==> config.mk <==
export PLATFORM = sky130hd
export DESIGN_NAME = cpu_bus_arbiter_mux_flat
export DESIGN_NICKNAME = d
export VERILOG_FILES = /design/src/rtl/cpu_bus_arbiter_mux_if.sv /design/src/rtl/cpu_bus_arbiter_mux.sv /design/src/flat_wrapper.sv
export SDC_FILE = /design/constraint.sdc
export NUM_CORES = 1
export LEC_CHECK = 0
export CAP_MARGIN = 20
export CELL_PAD_IN_SITES_DETAIL_PLACEMENT = 0
export CELL_PAD_IN_SITES_GLOBAL_PLACEMENT = 2
export CORE_MARGIN = 2
export CORE_UTILIZATION = 23
export CTS_CLUSTER_SIZE = 12
export DETAILED_ROUTE_END_ITERATION = 8
export PLACE_DENSITY_LB_ADDON = 0.1
export SETUP_SLACK_MARGIN = 0.5
export SYNTH_ARGS = -nofsm -noshare
export SYNTH_HDL_FRONTEND = slang
export SYNTH_SLANG_ARGS = --single-unit
==> constraint.sdc <==
create_clock -name clk -period 3.5 [get_ports clk]
set_clock_uncertainty 0.15 [all_clocks]
set_input_delay 0.7 -clock clk [delete_from_list [all_inputs] [get_ports clk]]
set_output_delay 0.7 -clock clk [all_outputs]
set_load 0.005 [all_outputs]
==> src/rtl/cpu_bus_arbiter_mux_if.sv <==
// CPU-side memory bus bundle: picorv32-style native request/response plus
// the registered fan-out to N memory-mapped slaves and their returns.
interface cpu_bus_arbiter_mux_if #(
    parameter int unsigned NUM_SLAVES = 9
);
    logic                       cpu_valid;
    logic [31:0]                cpu_addr;
    logic [31:0]                cpu_wdata;
    logic [3:0]                 cpu_wstrb;
    logic                       force_trap;
    logic                       cpu_ready;
    logic [31:0]                cpu_rdata;
    logic [NUM_SLAVES-1:0]      slv_cs;
    logic                       slv_we;
    logic [3:0]                 slv_wstrb;
    logic [31:0]                slv_addr;
    logic [31:0]                slv_wdata;
    logic [NUM_SLAVES*32-1:0]   slv_rdata;
    logic [NUM_SLAVES-1:0]      slv_ready;

    // Environment view: drives CPU requests and slave returns.
    modport master (
        output cpu_valid, cpu_addr, cpu_wdata, cpu_wstrb, force_trap,
        output slv_rdata, slv_ready,
        input  cpu_ready, cpu_rdata,
        input  slv_cs, slv_we, slv_wstrb, slv_addr, slv_wdata
    );

    // Arbiter view: consumes CPU requests, drives the slave side.
    modport slave (
        input  cpu_valid, cpu_addr, cpu_wdata, cpu_wstrb, force_trap,
        input  slv_rdata, slv_ready,
        output cpu_ready, cpu_rdata,
        output slv_cs, slv_we, slv_wstrb, slv_addr, slv_wdata
    );
endinterface

==> src/rtl/cpu_bus_arbiter_mux.sv <==
// Prefix-decoded CPU memory mux with a registered access FSM, per-access
// timeout for hung slaves, forced-trap responses and sticky error capture.
module cpu_bus_arbiter_mux #(
    parameter int unsigned NUM_SLAVES   = 9,
    parameter int unsigned PREFIX_LSB   = 24,
    parameter int unsigned PREFIX_WIDTH = 8,
    // ROM, RAM(area 1), TRNG, timer, UDS, UART, touch, FW RAM, TK1
    parameter logic [NUM_SLAVES*PREFIX_WIDTH-1:0] SLAVE_PREFIX_MAP = 72'hFF_D0_C4_C3_C2_C1_C0_40_00,
    parameter logic [NUM_SLAVES*PREFIX_WIDTH-1:0] SLAVE_MASK_MAP   = 72'hFF_FF_FF_FF_FF_FF_FF_C0_FF,
    parameter int unsigned TIMEOUT_CYCLES = 255,
    parameter logic [31:0] ILLEGAL_INSTRUCTION = 32'h0000_0000
) (
    input  logic                  clk,
    input  logic                  rst,
    cpu_bus_arbiter_mux_if.slave  bus,
    input  logic                  err_clear,
    output logic                  err_valid,
    output logic [1:0]            err_code,
    output logic [31:0]           err_addr,
    output logic [7:0]            err_count
);
    localparam int unsigned IDX_W = (NUM_SLAVES > 1) ? $clog2(NUM_SLAVES) : 1;

    typedef enum logic [1:0] {
        ST_IDLE   = 2'd0,
        ST_ACCESS = 2'd1,
        ST_RESP   = 2'd2
    } state_t;

    state_t                 state_r;
    logic [15:0]            timer_r;
    logic [IDX_W-1:0]       idx_r;
    logic [31:0]            resp_data_r;
    logic                   cpu_ready_r;
    logic [31:0]            cpu_rdata_r;
    logic [NUM_SLAVES-1:0]  slv_cs_r;
    logic                   slv_we_r;
    logic [3:0]             slv_wstrb_r;
    logic [31:0]            slv_addr_r;
    logic [31:0]            slv_wdata_r;
    logic                   err_valid_r;
    logic [1:0]             err_code_r;
    logic [31:0]            err_addr_r;
    logic [7:0]             err_count_r;

    logic [PREFIX_WIDTH-1:0] prefix_s;
    logic                    hit_s;
    logic [IDX_W-1:0]        hit_idx_s;
    logic [NUM_SLAVES-1:0]   hit_onehot_s;
    logic                    sel_ready_s;
    logic [31:0]             sel_rdata_s;
    logic                    timeout_hit_s;
    logic                    err_event_s;
    logic [1:0]              err_type_s;
    logic [31:0]             err_addr_new_s;

    // Prefix decode: scan downwards so the lowest matching slave index wins.
    always_comb begin
        prefix_s  = bus.cpu_addr[PREFIX_LSB +: PREFIX_WIDTH];
        hit_s     = 1'b0;
        hit_idx_s = {IDX_W{1'b0}};
        for (int i = NUM_SLAVES - 1; i >= 0; i--) begin
            if (((prefix_s ^ SLAVE_PREFIX_MAP[i*PREFIX_WIDTH +: PREFIX_WIDTH]) &
                 SLAVE_MASK_MAP[i*PREFIX_WIDTH +: PREFIX_WIDTH]) == {PREFIX_WIDTH{1'b0}}) begin
                hit_s     = 1'b1;
                hit_idx_s = IDX_W'(i);
            end else begin
                hit_s     = hit_s;
            end
        end
    end

    // One-hot chip-select pattern for the decoded slave.
    always_comb begin
        hit_onehot_s = {NUM_SLAVES{1'b0}};
        for (int i = 0; i < NUM_SLAVES; i++) begin
            hit_onehot_s[i] = (hit_idx_s == IDX_W'(i));
        end
    end

    // Return path of the slave latched at accept time; others are ignored.
    always_comb begin
        sel_ready_s   = bus.slv_ready[idx_r];
        sel_rdata_s   = bus.slv_rdata[idx_r*32 +: 32];
        timeout_hit_s = (timer_r == 16'(TIMEOUT_CYCLES - 1));
    end

    // Error events: unmapped accepts in IDLE, expired timer in ACCESS.
    // A ready arriving on the timeout cycle wins over the timeout.
    always_comb begin
        err_event_s    = 1'b0;
        err_type_s     = 2'd0;
        err_addr_new_s = bus.cpu_addr;
        case (state_r)
            ST_IDLE: begin
                if (bus.cpu_valid && !cpu_ready_r && !bus.force_trap && !hit_s) begin
                    err_event_s = 1'b1;
                    err_type_s  = 2'd1;
                end else begin
                    err_event_s = 1'b0;
                end
            end
            ST_ACCESS: begin
                if (bus.cpu_valid && !sel_ready_s && timeout_hit_s) begin
                    err_event_s    = 1'b1;
                    err_type_s     = 2'd2;
                    err_addr_new_s = slv_addr_r;
                end else begin
                    err_event_s = 1'b0;
                end
            end
            default: begin
                err_event_s = 1'b0;
            end
        endcase
    end

    // Access FSM; cpu_ready pulses on the cycle after RESP so that it and
    // all slave-side signals come straight from flops.
    always_ff @(posedge clk) begin
        if (rst) begin
            state_r     <= ST_IDLE;
            timer_r     <= 16'd0;
            idx_r       <= {IDX_W{1'b0}};
            resp_data_r <= 32'h0000_0000;
            cpu_ready_r <= 1'b0;
            cpu_rdata_r <= 32'h0000_0000;
            slv_cs_r    <= {NUM_SLAVES{1'b0}};
            slv_we_r    <= 1'b0;
            slv_wstrb_r <= 4'h0;
            slv_addr_r  <= 32'h0000_0000;
            slv_wdata_r <= 32'h0000_0000;
        end else begin
            cpu_ready_r <= 1'b0;
            cpu_rdata_r <= 32'h0000_0000;
            case (state_r)
                ST_IDLE: begin
                    // A valid still high during the ready pulse is the old request.
                    if (bus.cpu_valid && !cpu_ready_r) begin
                        if (bus.force_trap) begin
                            resp_data_r <= ILLEGAL_INSTRUCTION;
                            state_r     <= ST_RESP;
                        end else if (!hit_s) begin
                            resp_data_r <= 32'h0000_0000;
                            state_r     <= ST_RESP;
                        end else begin
                            idx_r       <= hit_idx_s;
                            slv_cs_r    <= hit_onehot_s;
                            slv_we_r    <= |bus.cpu_wstrb;
                            slv_wstrb_r <= bus.cpu_wstrb;
                            slv_addr_r  <= bus.cpu_addr;
                            slv_wdata_r <= bus.cpu_wdata;
                            timer_r     <= 16'd0;
                            state_r     <= ST_ACCESS;
                        end
                    end else begin
                        state_r <= ST_IDLE;
                    end
                end
                ST_ACCESS: begin
                    if (!bus.cpu_valid) begin
                        slv_cs_r <= {NUM_SLAVES{1'b0}};
                        state_r  <= ST_IDLE;
                    end else if (sel_ready_s) begin
                        resp_data_r <= sel_rdata_s;
                        slv_cs_r    <= {NUM_SLAVES{1'b0}};
                        state_r     <= ST_RESP;
                    end else if (timeout_hit_s) begin
                        resp_data_r <= 32'h0000_0000;
                        slv_cs_r    <= {NUM_SLAVES{1'b0}};
                        state_r     <= ST_RESP;
                    end else begin
                        timer_r <= timer_r + 16'd1;
                    end
                end
                ST_RESP: begin
                    cpu_ready_r <= 1'b1;
                    cpu_rdata_r <= resp_data_r;
                    state_r     <= ST_IDLE;
                end
                default: begin
                    slv_cs_r <= {NUM_SLAVES{1'b0}};
                    state_r  <= ST_IDLE;
                end
            endcase
        end
    end

    // Sticky first-error capture; a clear coinciding with an error keeps the new one.
    always_ff @(posedge clk) begin
        if (rst) begin
            err_valid_r <= 1'b0;
            err_code_r  <= 2'd0;
            err_addr_r  <= 32'h0000_0000;
            err_count_r <= 8'd0;
        end else begin
            if (err_event_s && (err_count_r != 8'hFF)) begin
                err_count_r <= err_count_r + 8'd1;
            end else begin
                err_count_r <= err_count_r;
            end
            if (err_event_s && (!err_valid_r || err_clear)) begin
                err_valid_r <= 1'b1;
                err_code_r  <= err_type_s;
                err_addr_r  <= err_addr_new_s;
            end else if (err_clear) begin
                err_valid_r <= 1'b0;
                err_code_r  <= 2'd0;
                err_addr_r  <= 32'h0000_0000;
            end else begin
                err_valid_r <= err_valid_r;
            end
        end
    end

    assign bus.cpu_ready = cpu_ready_r;
    assign bus.cpu_rdata = cpu_rdata_r;
    assign bus.slv_cs    = slv_cs_r;
    assign bus.slv_we    = slv_we_r;
    assign bus.slv_wstrb = slv_wstrb_r;
    assign bus.slv_addr  = slv_addr_r;
    assign bus.slv_wdata = slv_wdata_r;
    assign err_valid     = err_valid_r;
    assign err_code      = err_code_r;
    assign err_addr      = err_addr_r;
    assign err_count     = err_count_r;
endmodule

==> src/flat_wrapper.sv <==
// flat-port wrapper written by rule: the top's interface ports become plain ports
module cpu_bus_arbiter_mux_flat 
#(
    parameter int unsigned NUM_SLAVES   = 9,
    parameter int unsigned PREFIX_LSB   = 24,
    parameter int unsigned PREFIX_WIDTH = 8,
                                                                   
    parameter logic [NUM_SLAVES*PREFIX_WIDTH-1:0] SLAVE_PREFIX_MAP = 72'hFF_D0_C4_C3_C2_C1_C0_40_00,
    parameter logic [NUM_SLAVES*PREFIX_WIDTH-1:0] SLAVE_MASK_MAP   = 72'hFF_FF_FF_FF_FF_FF_FF_C0_FF,
    parameter int unsigned TIMEOUT_CYCLES = 255,
    parameter logic [31:0] ILLEGAL_INSTRUCTION = 32'h0000_0000
)
  (clk, rst, err_clear, err_valid, err_code, err_addr, err_count, bus_cpu_valid, bus_cpu_addr, bus_cpu_wdata, bus_cpu_wstrb, bus_force_trap, bus_slv_rdata, bus_slv_ready, bus_cpu_ready, bus_cpu_rdata, bus_slv_cs, bus_slv_we, bus_slv_wstrb, bus_slv_addr, bus_slv_wdata);
  cpu_bus_arbiter_mux_if #(.NUM_SLAVES(NUM_SLAVES)) bus_i ();
  input  logic clk;
  input  logic rst;
  input  logic err_clear;
  output logic err_valid;
  output logic [1:0] err_code;
  output logic [31:0] err_addr;
  output logic [7:0] err_count;
  input wire logic [$bits(bus_i.cpu_valid)-1:0] bus_cpu_valid;
  input wire logic [$bits(bus_i.cpu_addr)-1:0] bus_cpu_addr;
  input wire logic [$bits(bus_i.cpu_wdata)-1:0] bus_cpu_wdata;
  input wire logic [$bits(bus_i.cpu_wstrb)-1:0] bus_cpu_wstrb;
  input wire logic [$bits(bus_i.force_trap)-1:0] bus_force_trap;
  input wire logic [$bits(bus_i.slv_rdata)-1:0] bus_slv_rdata;
  input wire logic [$bits(bus_i.slv_ready)-1:0] bus_slv_ready;
  output wire logic [$bits(bus_i.cpu_ready)-1:0] bus_cpu_ready;
  output wire logic [$bits(bus_i.cpu_rdata)-1:0] bus_cpu_rdata;
  output wire logic [$bits(bus_i.slv_cs)-1:0] bus_slv_cs;
  output wire logic [$bits(bus_i.slv_we)-1:0] bus_slv_we;
  output wire logic [$bits(bus_i.slv_wstrb)-1:0] bus_slv_wstrb;
  output wire logic [$bits(bus_i.slv_addr)-1:0] bus_slv_addr;
  output wire logic [$bits(bus_i.slv_wdata)-1:0] bus_slv_wdata;
  assign bus_i.cpu_valid = bus_cpu_valid;
  assign bus_i.cpu_addr = bus_cpu_addr;
  assign bus_i.cpu_wdata = bus_cpu_wdata;
  assign bus_i.cpu_wstrb = bus_cpu_wstrb;
  assign bus_i.force_trap = bus_force_trap;
  assign bus_i.slv_rdata = bus_slv_rdata;
  assign bus_i.slv_ready = bus_slv_ready;
  assign bus_cpu_ready = bus_i.cpu_ready;
  assign bus_cpu_rdata = bus_i.cpu_rdata;
  assign bus_slv_cs = bus_i.slv_cs;
  assign bus_slv_we = bus_i.slv_we;
  assign bus_slv_wstrb = bus_i.slv_wstrb;
  assign bus_slv_addr = bus_i.slv_addr;
  assign bus_slv_wdata = bus_i.slv_wdata;
  cpu_bus_arbiter_mux #(.NUM_SLAVES(NUM_SLAVES), .PREFIX_LSB(PREFIX_LSB), .PREFIX_WIDTH(PREFIX_WIDTH), .SLAVE_PREFIX_MAP(SLAVE_PREFIX_MAP), .SLAVE_MASK_MAP(SLAVE_MASK_MAP), .TIMEOUT_CYCLES(TIMEOUT_CYCLES), .ILLEGAL_INSTRUCTION(ILLEGAL_INSTRUCTION)) u_core (.clk(clk), .rst(rst), .bus(bus_i), .err_clear(err_clear), .err_valid(err_valid), .err_code(err_code), .err_addr(err_addr), .err_count(err_count));
endmodule
==> summary.md, run 1 <==
| Metric | Value |
|---|---|
| Status | `completed` |
| Root Buffer | `clkbuf_16` |
| Startpoint types | `primary input` |
| Clk Latency, worst-skew pair | `550 ps` |
| Worst setup EP type | `register` |
| Largest net degree at the start of global routing | `125` |
| Nets@finish | `2031` |
| PwrDens | `332 nW/um^2` |
| Synth warn | `0` |
| Cell with the most instances after synthesis | `dfxtp_1` |
| Clk slew on worst S/H paths | `60 ps` |
| Via count | `10700` |
| Buffers plus inverters on the worst setup path | `2` |
| Final Hold Fails | `0` |
| Die area | `48100 um^2` |
| Final period util | `82.6%` |
| Most used routing layer in global routing | `met2` |
| Total iterations of the first detailed-routing run | `5` |
| Core ar. | `45600 um^2` |
| CTS sink count | `208` |
| # rows | `78` |
| Crit path max fanout | `32` |
| Top cell type's share of synthesized area | `39.1%` |
| Most used DFF post-synth | `dfxtp_1` |
| Share of cells above drive strength 1 | `10.3%` |
| Routing usage on met3 | `5.57%` |
| Post-synth EDFFs | `0` |
| Number of setup violations in the final report | `0` |
| Ys async rst share | `0%` |
| Req. time, crit path | `3820 ps` |
| Total Wirelength | `48.0 mm` |
| # fillers | `4624` |
| Fin. max-slew vios | `0` |
| Via density | `4.70` |
| CTS Buf Count | `26` |
| Die X | `219 um` |
| Post-synthesis average cell area | `9.16 um^2` |
| Initial antenna violation count | `0` |
| Synth area leaders | `dfxtp_1, mux4_2, mux2i_1` |
| Met1 Resource Use GR | `23.3%` |
| Crit-path cells | `clkdlybuf4s50_1 -> mux2i_1 -> and3_1 -> o41a_1 -> or4b_1 -> buf_12 -> a21oi_1 -> mux2_2` |
| GP Congestion | `0.783` |
| Post-detailed-route count of antenna-violating nets | `0` |
| Crit Path Category | `in2reg` |
| WL/cell | `21.0 um` |
| Mapped cell area | `10700 um^2` |
| Sequential-to-total area share from yosys stat | `39.1%` |
| Slew @ Worst Pin | `723 ps` |
| Crit path max-delay family | `simple AND/OR/NAND/NOR gates` |
| Worst path slowest cell | `or4b_1` |
| Die Y | `219 um` |
| Initial DRC Count | `533` |
| Hold Buf Count CTS | `0` |
| Post-synth top area cell | `dfxtp_1` |
| GRT Residual Overflow | `0` |
| Crit path DAT | `3210 ps` |
| Final WS setup | `608 ps` |
| Static leakage | `6.21 nW` |
| CTS tree | `done` |
| Peak supply drop | `0.317 mV` |
| Residual DRC count | `0` |
| Post-synthesis cell type count | `56` |
| Largest stage delay, worst path | `530 ps` |
| Pre-CTS setup slack | `-3.86 ps` |
| Detailed Place HPWL | `36.0 mm` |
| Total power | `0.00583 W` |
| Fin crit period | `2890 ps` |
| Vias in the first global route | `10600` |
| Cells after Synth | `1164` |
| Met2 Use GR | `31.5%` |
| Max-Slew Margin vs Limit | `51.8%` |
| Tot GR Track Use | `18.7%` |
| Final cell count without fillers | `2279` |
| Most frequent cells after synthesis | `dfxtp_1, nand2_1, a21oi_1` |
| Hold Crit Class | `reg2reg` |
| Initial Util | `23.4%` |
| DP Cell Count | `2226` |
| Flops & latches, synth | `208` |
| P&R area growth vs syn | `64.7%` |
| First-pass GRT wire length | `68.7 mm` |
| Max Clk Rate | `346 MHz` |
| Max Cap Viol | `0` |
| Number of port buffers | `523` |
| CTS H-tree lvls | `1` |
| Unrepaired setup endpoints after global routing | `false` |
| Syn nets | `1537` |
| CTS Buffer Depth | `3` |
| IO Count | `524` |
## state kept, by name (all words and copies together) (netlist names)
name and flops:
u_core.bus.cpu_ready 1, u_core.err_addr 32, u_core.err_count 8, u_core.bus.slv_wstrb 4, u_core.idx_r 4, u_core.timer_r 16
u_core.err_valid 1, u_core.bus.slv_wdata 32, u_core.err_code 2, u_core.bus.slv_addr 32, u_core.bus.slv_we 1, u_core.resp_data_r 32
u_core.bus.cpu_rdata 32, u_core.state_r 2, u_core.bus.slv_cs 9
## per-layer routing
layer / vias up / routed length (um) / part of all wire, %
met5: - / 0 / 0
met4: 0 / 880 / 1.8
met3: 41 / 3990 / 8.3
met2: 333 / 23200 / 48
met1: 5108 / 19900 / 41
li1: 5234 / - / -
## layout make-up
class,count,area (um^2),share of cell area [%]
tap,600,751,4.27
timing repair buffer,575,5790,33.0
inverter,4,15.0,0.0855
clock inverter,10,55.1,0.313
clock buffer,38,706,4.02
sequential,208,4170,23.8
multi-input combinational,843,6070,34.6
antenna,1,2.50,0.0142
## report_power, final
part	switching [W]	total [W]	internal, W
combinational	0.000338	0.000946	0.000609
clock	0.00105	0.00244	0.00139
sequential	0.0000308	0.00244	0.00241
## worst reg2reg max path, cell delays in order, from the launching register on
cell     delay (ps)
dfxtp_4         500
mux2i_1         280
and3_1          290
o41a_1          400
or4b_1          530
buf_12          190
a21oi_1         250
mux2_2          190
## stage by stage
stage,hold WS [ps],setup TNS (ps),util (%),cell area (um^2)
floorplan,271,0,-,10700
global placement,277,0,36.7,16700
detailed placement,280,-3.86,36.7,16700
CTS,294,0,38.4,17500
global route,311,0,38.5,17600
finish,291,0,38.5,17600
## final timing paths
path | start | end | slack (ps) | cells after the start
setup / recovery | bus_slv_ready[7] | u_core.resp_data_r[31]$_SDFFE_PP0P_ | 610 | 8
hold / removal | u_core.resp_data_r[18]$_SDFFE_PP0P_ | u_core.bus.cpu_rdata[18]$_SDFF_PP0_ | 290 | 1
setup reg to reg | u_core.idx_r[0]$_SDFFE_PP0P_ | u_core.resp_data_r[31]$_SDFFE_PP0P_ | 650 | 7
hold reg to reg | u_core.resp_data_r[18]$_SDFFE_PP0P_ | u_core.bus.cpu_rdata[18]$_SDFF_PP0_ | 290 | 1
## cell families after synthesis
| family | count (synthesis) | synth area share [%] |
|---|---|---|
| XOR/XNOR | 15 | 1.23 |
| buffers and inverters | 113 | 4.44 |
| AO/OA/AOI/OAI | 279 | 17.0 |
| adder cells (fa/ha/maj) | 3 | 0.352 |
| flip-flops | 208 | 39.1 |
| multiplexers | 172 | 20.8 |
| AND/OR/NAND/NOR | 374 | 17.1 |
## cell usage in the layout (no fill, tap or decap), drive strengths merged, types with 5 or more instances in the layout
cell           netlist  layout
nand2              187     187
o31ai                5       5
mux2i               71      71
xor2                13      13
and2                40      40
a22oi               32      32
or4                  5       5
o21ai                5       5
mux4                33      33
mux2                68      68
buf                 37      52
nand4               13      13
nand3               13      13
nand2b              12      12
clkbuf              72      39
nor3                 9       9
nor2b               37      37
a21oi              124     124
a31oi               32      32
clkdlybuf4s50        0     521
nor2                28      28
clkinv               0      10
a211oi              34      34
and3                 9       9
dfxtp              208     208
or3                  6       6
o221ai              32      32
## what timing repair did
action                     4_1_cts  5_1_grt
setup buffers                    0        3
hold endpoints to repair         0        0
resized for setup                0        4
setup endpoints to repair        0       64
No activity file was read; power rests on OpenSTA's default activity.
==> run 2, diff against run 1 <==
--- a/config.mk
+++ b/config.mk
@@ -9,7 +9,7 @@
 export CELL_PAD_IN_SITES_DETAIL_PLACEMENT = 0
 export CELL_PAD_IN_SITES_GLOBAL_PLACEMENT = 2
 export CORE_MARGIN = 2
-export CORE_UTILIZATION = 23
+export CORE_UTILIZATION = 21
 export CTS_CLUSTER_SIZE = 12
 export DETAILED_ROUTE_END_ITERATION = 8
 export PLACE_DENSITY_LB_ADDON = 0.1
==> constraint.sdc (replaced) <==
create_clock -name clk -period 2.5 [get_ports clk]
set_clock_uncertainty 0.15 [all_clocks]
set_input_delay 0.5 -clock clk [delete_from_list [all_inputs] [get_ports clk]]
set_output_delay 0.5 -clock clk [all_outputs]
set_load 0.005 [all_outputs]
==> run 2 against run 1 <==
The flow now finishes with violations (setup timing). Cell count increased by 8.6%. Sequential power increased by 40%. Register-to-register slack got worse by 710 ps. Routed wire length increased by 16%. Clock power increased by 55%. Critical path type is now reg2reg. Critical endpoint is now u_core.err_addr[17]$_SDFFE_PP0P_.
==> summary.md, run 2 (synthesis results as in run 1) <==
| Metric | Value |
|---|---|
| Tot GR Track Use | `19.3%` |
| Max Clk Rate | `391 MHz` |
| Static leakage | `10.3 nW` |
| Sequential share of power | `37.9%` |
| Total iterations of the first detailed-routing run | `5` |
| Share of cells above drive strength 1 | `36.1%` |
| First-pass GRT wire length | `77.2 mm` |
| Max Cap Viol | `0` |
| Slew @ Worst Pin | `1070 ps` |
| Sw Ratio | `25.4%` |
| Initial antenna violation count | `6` |
| Crit path DAT | `2850 ps` |
| Final period util | `102%` |
| Req. time, crit path | `2800 ps` |
| Crit Path Category | `reg2reg` |
| WL/cell | `22.4 um` |
| Initial Util | `21.2%` |
| CTS Buf Count | `26` |
| IO Count | `524` |
| Total Wirelength | `55.5 mm` |
| Power share of the clock group | `42.1%` |
| Clk slew on worst S/H paths | `60 ps` |
| Post-detailed-route count of antenna-violating nets | `0` |
| Number of setup violations in the final report | `49` |
| Final Hold Fails | `0` |
| Detailed Place HPWL | `36.6 mm` |
| GP Congestion | `0.804` |
| Via count | `11500` |
| DP Cell Count | `2342` |
| Crit path max fanout | `8` |
| Largest net degree at the start of global routing | `131` |
| Most frequent cells in the layout | `clkdlybuf4s50_1, dfxtp_1, dlymetal6s2s_1, nand2_1, a21oi_2` |
| Largest stage delay, worst path | `390 ps` |
| Crit-path cells | `buf_4 -> mux2i_2 -> and3_1 -> o41a_1 -> buf_6 -> a2bb2oi_4 -> a21oi_4 -> buf_12 -> clkbuf_16 -> a211oi_2` |
| Clk Latency, worst-skew pair | `550 ps` |
| Vias in the first global route | `11500` |
| Setup_tns | `-1170 ps` |
| Via density | `4.64` |
| Peak supply drop | `0.396 mV` |
| Residual DRC count | `0` |
| Worst setup EP type | `register` |
| Most common cell after layout, fill and taps aside | `clkdlybuf4s50_1` |
| Internal | `0.00672 W` |
| Total number of cells along the worst setup path | `10` |
| Initial DRC Count | `508` |
| Fin crit period | `2560 ps` |
| # rows | `82` |
| Worst path slowest cell | `o41a_1` |
| Die area | `52600 um^2` |
| Root Buffer | `clkbuf_16` |
| R2R depth | `10` |
| Unrepaired setup endpoints after global routing | `true` |
| Nets@finish | `2154` |
| P&R area growth vs syn | `104%` |
| CTS tree | `done` |
| Fin. max-slew vios | `0` |
| Failing checks | `setup timing` |
| Die X | `229 um` |
| Final WS setup | `-58.0 ps` |
| Hold Buf Count CTS | `0` |
| Startpoint types | `register` |
| Psw | `0.00229 W` |
| PwrDens | `416 nW/um^2` |
| CTS Buffer Depth | `3` |
| CTS sink count | `208` |
| GRT Residual Overflow | `0` |
| Combinational Power Share | `20.0%` |
| Crit path max-delay family | `compound AO/OA/AOI/OAI gates` |
| Die Y | `229 um` |
| Status | `finished with violations` |
| CTS H-tree lvls | `1` |
| WHS Path Cells | `2` |
| Core ar. | `50200 um^2` |
| Number of port buffers | `523` |
| Final cell count without fillers | `2474` |
| Buffers plus inverters on the worst setup path | `4` |
| Hold Crit Class | `in2reg` |
| Max-Slew Margin vs Limit | `29.0%` |
| Pre-CTS setup slack | `-672 ps` |
[run 2: cell count changes in the layout (fill, tap and decap cells not counted), sizes merged, moves of 2 or more]
cell           before  now
clkdlybuf4s50     521  372
dlymetal6s2s        1  137
buf                52  168
clkbuf             39   49
dlygate4sd2         0    5
clkinv             10    8
or4                 5    7
[run 2: routing by layer]
layer  track usage (%)  part of all wire (%)  wire, um
met1              25.4                    45     24900
met2              32.9                    49     27100
met3              3.72                   4.5      2490
met4              3.49                   1.7       971
met5                 0                 0.036        20
[run 2: worst paths after layout]
path | startpoint | to | slack, ps
hold reg to reg | u_core.resp_data_r[26]$_SDFFE_PP0P_ | u_core.bus.cpu_rdata[26]$_SDFF_PP0_ | 290
setup reg to reg | u_core.idx_r[0]$_SDFFE_PP0P_ | u_core.err_addr[17]$_SDFFE_PP0P_ | -60
setup / recovery | u_core.idx_r[0]$_SDFFE_PP0P_ | u_core.err_addr[17]$_SDFFE_PP0P_ | -60
hold / removal | rst | u_core.idx_r[2]$_SDFFE_PP0P_ | 60
[run 2: final cells by class]
type / instances / area, um^2
diodes: 2 / 5.00
clock buffers: 38 / 777
clock inverters: 9 / 70.1
fillers: 4765 / 28500
inverters: 4 / 15.0
multi-input cells: 846 / 7750
flip-flops and latches: 208 / 4230
well taps: 672 / 841
repair buffers: 695 / 8010
[run 2: repair_timing]
item,CTS,global route
resized for setup,195,457
setup buffers,35,16
pin swaps,69,147
gates cloned,18,14
setup endpoints to repair,329,324
[run 2: metrics by stage]
| step | power, W | instance area (um^2) | util (%) | hold slack [ps] |
|---|---|---|---|---|
| after floorplan | 0.00395 | 11000 | - | 271 |
| after global placement | 0.00487 | 17400 | 34.8 | 282 |
| after detailed placement | 0.00488 | 17400 | 34.8 | 280 |
| after CTS | 0.00899 | 19700 | 39.3 | 24.9 |
| after global routing | 0.00939 | 21700 | 43.3 | 50.1 |
| final | 0.00902 | 21700 | 43.3 | 61.8 |
[run 2: power groups by stage]
stage | clock, W | combinational (W) | sequential, W
floorplan | 0 | 0.000465 | 0.00349
global placement | 0 | 0.00139 | 0.00349
detailed placement | 0 | 0.00139 | 0.00349
CTS | 0.00394 | 0.00164 | 0.00342
global route | 0.00406 | 0.00190 | 0.00343
finish | 0.00379 | 0.00180 | 0.00342
